`src/rtl/icache_resp.sv`:
```
// rtl/icache_resp.sv - direct-mapped one-word-line instruction cache with single-word refill
//
// Purpose: serves fetch word addresses combinationally on a hit; on a miss stalls
// fetch, refills one word over a req/ack handshake, then serves the hit.
// Optional feature macro: ICACHE_FLUSH_EN (adds i_flush, clears all valid bits).
//
// Ports:
//   i_clk       clock, rising edge
//   i_arst_n    asynchronous active-low reset
//   i_pc        fetch word address
//   o_instr     instruction for i_pc (0 / NOP when not a hit), combinational
//   o_stall     high while i_pc misses or a refill is in flight, combinational
//   o_mem_req   refill request, registered
//   o_mem_addr  refill word address, registered
//   i_mem_ack   single-cycle refill data-valid pulse
//   i_mem_data  refill word, sampled with i_mem_ack
//   i_flush     (ICACHE_FLUSH_EN only) invalidate all lines at the next edge

module icache_resp #(
  parameter int INSTR_ADDR_WIDTH = 32,
  parameter int INSTR_WIDTH      = 32,
  parameter int INDEX_WIDTH      = 4,
  localparam int PC_WIDTH        = INSTR_ADDR_WIDTH - 2
) (
  input  logic                   i_clk,
  input  logic                   i_arst_n,
  input  logic [PC_WIDTH-1:0]    i_pc,
  output logic [INSTR_WIDTH-1:0] o_instr,
  output logic                   o_stall,
  output logic                   o_mem_req,
  output logic [PC_WIDTH-1:0]    o_mem_addr,
  input  logic                   i_mem_ack,
`ifdef ICACHE_FLUSH_EN
  input  logic                   i_flush,
`endif
  input  logic [INSTR_WIDTH-1:0] i_mem_data
);

  localparam int TAG_WIDTH = PC_WIDTH - INDEX_WIDTH;
  localparam int LINES     = 2 ** INDEX_WIDTH;

  typedef enum logic {IDLE, WAIT} state_t;

  state_t                 state;
  logic [LINES-1:0]       valid;
  logic [TAG_WIDTH-1:0]   tag_mem  [LINES];
  logic [INSTR_WIDTH-1:0] data_mem [LINES];

  logic [INDEX_WIDTH-1:0] index;
  logic [TAG_WIDTH-1:0]   tag;
  logic [INDEX_WIDTH-1:0] fill_index;
  logic [TAG_WIDTH-1:0]   fill_tag;
  logic                   hit;
  logic                   fill_we;

  assign index      = i_pc[INDEX_WIDTH-1:0];
  assign tag        = i_pc[PC_WIDTH-1:INDEX_WIDTH];
  assign fill_index = o_mem_addr[INDEX_WIDTH-1:0];
  assign fill_tag   = o_mem_addr[PC_WIDTH-1:INDEX_WIDTH];

  // A hit is only reported in IDLE so the pipeline stays stalled for the whole
  // refill even if fetch redirects i_pc to a resident line meanwhile.
  assign hit     = (state == IDLE) && valid[index] && (tag_mem[index] == tag);
  assign o_instr = hit ? data_mem[index] : '0;
  assign o_stall = !hit;

  // Acks outside WAIT are stray and must never touch the arrays.
  assign fill_we = (state == WAIT) && i_mem_ack;

  always_ff @(posedge i_clk or negedge i_arst_n) begin
    if (!i_arst_n) begin
      state      <= IDLE;
      valid      <= '0;
      o_mem_req  <= 1'b0;
      o_mem_addr <= '0;
    end else begin
      case (state)
        IDLE: begin
          if (!hit) begin
            state      <= WAIT;
            o_mem_req  <= 1'b1;
            o_mem_addr <= i_pc;
          end
        end
        WAIT: begin
          // Address is held from the miss, so a redirect during WAIT still
          // completes the original refill.
          if (i_mem_ack) begin
            valid[fill_index] <= 1'b1;
            o_mem_req         <= 1'b0;
            state             <= IDLE;
          end
        end
        default: state <= IDLE;
      endcase
`ifdef ICACHE_FLUSH_EN
      // Placed last so a flush overrides a same-edge refill valid set.
      if (i_flush) valid <= '0;
`endif
    end
  end

  // Tag/data need no reset: valid gates every use of them.
  always_ff @(posedge i_clk) begin
    if (fill_we) begin
      tag_mem[fill_index]  <= fill_tag;
      data_mem[fill_index] <= i_mem_data;
    end
  end

endmodule

```
`config.mk`:
```
export PLATFORM = sky130hd
export DESIGN_NAME = icache_resp
export DESIGN_NICKNAME = d
export VERILOG_FILES = /design/src/rtl/icache_resp.sv
export SDC_FILE = /design/constraint.sdc
export NUM_CORES = 1
export LEC_CHECK = 0
export ABC_AREA = 0
export CAP_MARGIN = 10
export CELL_PAD_IN_SITES_DETAIL_PLACEMENT = 2
export CELL_PAD_IN_SITES_GLOBAL_PLACEMENT = 2
export CORE_MARGIN = 1.5
export CORE_UTILIZATION = 44
export DETAILED_ROUTE_END_ITERATION = 10
export PLACE_DENSITY_LB_ADDON = 0.1
export SYNTH_ARGS = -nofsm -noshare
export SYNTH_HDL_FRONTEND = slang
export SYNTH_SLANG_ARGS = --single-unit
```
`constraint.sdc`:
```
create_clock -name i_clk -period 6.1 [get_ports i_clk]
set_input_delay 1.83 -clock i_clk [delete_from_list [all_inputs] [get_ports i_clk]]
set_output_delay 1.83 -clock i_clk [all_outputs]
set_load 0.02 [all_outputs]
```
==> results.cfg <==
[worst_hold_path]
hp-class = flip-flop to flip-flop
holdPathStages = 1
hold_end = valid[10]$_DFFE_PN0P_
hold_path.startpoint = valid[10]$_DFFE_PN0P_

[floorplan]
die_h_um = 297
pin_count = 129
start_util = 0.445
core_um2 = 85300
dieArea_um2 = 88000
rows = 107
dieWidth_um = 297

[setup_path]
timing.rr.end = o_mem_addr[28]$_DFFE_PN0P_
cp.required_ns = 4.27
r2r-start = tag_mem[15][7]$_DFFE_PP_
ff2ff_setup_slack_ns = 2.63
crit_arrival_ns = 4.88
path_max_fanout = 12
critical-path-top-delay-family = compound AO/OA/AOI/OAI gates
cpPeakStageDelay_ns = 0.58
worstSetupStartpointType = input port
critPathBufInv = 5
endpoint_kind = output pin
path_class = input port to output pin
worstRegToRegCells = 10
path_cells = bufbuf_16, mux4_2, a31oi_1, o21ai_0, o21ai_1, buf_4, nand4_1, a2111oi_4, nand3_4, buf_12, clkbuf_16, nor2b_4, buf_6
crit_slowest_cell = a2111oi_4

[logic_synthesis]
yosysTopAreaCellShare = 0.734
synth_top_area_cell = edfxtp_1
syn_avg_cell_area_um2 = 22.9
synthCells = 1661
syn-num-nets = 1726
syn_area_um2 = 38000
yosys_warnings = 0
synth_edf_count = 928
async_flop_share = 0.0492
synth-seq-cells = 976
synth_flop_cell = edfxtp_1
synthTopCellsByArea = edfxtp_1, mux4_2, dfrtp_1
synth_seq_area_share = 0.766
synth_cell_types = 51

[timing]
rsz0062_at_grt = yes
fmax_mhz = 149
post-route-min-period_ns = 6.71
hold_ws_ns = 0.470
tightest_slew_ns = 1.11
slew_viol_final = 0
setup_violations = 33
fin_skew_ns = 0.0238
relSlewSlack = 0.259
finalHoldViolations = 0
period_share = 1.10
fin_ws_ns = -0.610

[route]
ant_nets = 0
wl_per_cell_um = 33.7
num_vias = 18900
vias_per_cell = 5.85
drc_errors = 0
drtIter0Drc = 1558
wirelength_um = 109000
firstDrtPassIters = 7

[final_layout]
fill_cells = 7143
drive_above_1_share = 0.355
final_cell_mix = edfxtp_1, mux4_2, buf_4
utilization = 0.539
design_area_um2 = 46000
register_area_um2 = 29100
final_common_cell = edfxtp_1
multiInputGateArea_um2 = 8830
syn_to_final_growth_pct = 21.1
layout.nets = 2066

[clock_network]
clockBufferDepth = 3
h-tree-depth = 3
ctsHoldBuffers = 0
cts.clk_slew.worst_paths_ns = 0.06
cts-root-buf = clkbuf_16
numCtsBuffers = 101
cts_tree = built
clkLatencyLatePin_ns = 0.68
cts_sinks = 976

[global_route]
grt_pass1_wl_um = 156000
grtUsageTotal = 0.249
antenna_found_initial = 4
grt_pass1_vias = 20900
grt-ovfl-total = 0
grt_start_max_net_pins = 54

[placed_design]
dp_hpwl_um = 60200
placed_area_um2 = 42000
place_congestion = 0.766
port_buffers = 128

[pwr]
power.leakage_uw = 0.0152
ir_drop_v = 0.000305
p_per_area_nw_per_um2 = 331
p_total_uw = 15200

[run]
drv_cap = 0

[status]
outcome = complete, but fails checks
violations = setup timing
## area by class of cell
cell class	count	area share
Timing Repair Buffer	318	0.0716
Sequential cell	976	0.632
Inverter	11	0.000952
Tap cell	1144	0.0311
Clock inverter	54	0.0116
Multi-Input combinational cell	593	0.192
Clock buffer	135	0.0606
Antenna cell	1	0.0000544
## per-stage QoR
step / instances / setup WS, ns / setup TNS, ns
after CTS: 3220 / -0.522 / -16.14
after global placement: 3019 / -1.07 / -33.78
after detailed placement: 3019 / -1.16 / -36.39
after global routing: 3231 / -0.707 / -22.39
final: 3232 / -0.610 / -19.24
after floorplan: 1661 / -0.161 / -2.12
## worst register-to-register path: stages, from the launching register on
cell and delay [ns]:
edfxtp_1 0.38, mux4_2 0.49, mux2i_2 0.20, o22ai_1 0.16, a2111oi_4 0.33, nand4_1 0.24
a2111oi_4 0.60, buf_4 0.22, a31oi_4 0.08, buf_4 0.27, mux2_4 0.37
## flip-flops by register name, summed over array words and instances (netlist names)
signal      count
o_mem_addr     30
valid          16
tag_mem       416
o_mem_req       1
data_mem      512
state           1
## Yosys cell counts, drive strengths merged, types with 2 or more instances
master   number
edfxtp      928
mux4        249
mux2i        62
buf          52
dfrtp        48
mux2         34
nor2b        34
clkbuf       29
nor2         22
xnor2        21
or2          16
xor2         15
a22oi        13
o21ai        12
inv          11
nand2b       11
nor3         11
nand2         9
nand3         9
nand4         9
a21oi         8
a2111oi       7
o22ai         7
and3          6
nor4          6
a211o         5
and4          5
a211oi        3
a221oi        3
a31oi         3
o211ai        3
nand4b        2
o2111ai       2
## where the power goes
part / internal [uW] / switching (uW) / total (uW)
Sequential: 7660 / 211 / 7870
Combinational: 559 / 623 / 1180
Clock: 3560 / 2630 / 6190
## worst max-delay path by stage
stage	start	to	cells after the start
2_1_floorplan	i_pc[0]	o_instr[26]	12
3_3_place_gp	i_pc[1]	o_instr[8]	15
3_5_place_dp	i_pc[0]	o_instr[12]	12
4_1_cts	i_pc[1]	o_instr[7]	14
5_1_grt	i_pc[0]	o_instr[9]	13
6_report	i_pc[0]	o_instr[9]	13
## cells by family after synthesis
family | count (synthesis) | synth area share
flops | 976 | 0.766
compound gates | 70 | 0.0138
buf+inv | 92 | 0.0135
mux | 345 | 0.177
simple gates | 142 | 0.0214
xor+xnor | 36 | 0.00831
## per-layer routing
metal  vias up  global-route usage  part of all wire
met1     10500               0.337              0.42
met4         8              0.0631             0.022
met3       152              0.0355             0.043
li1       7703                   -                 -
met5         -                   0           0.00052
met2       502               0.424              0.51
## repair_timing
| item | in CTS | in global routing |
|---|---|---|
| pin swaps | 7 | 9 |
| gates resized for setup | 209 | 48 |
| cloned | 4 | 3 |
| buffers inserted | 8 | 8 |
| setup endpoints to repair | 33 | 33 |
Power figures use the tool's default switching activity.
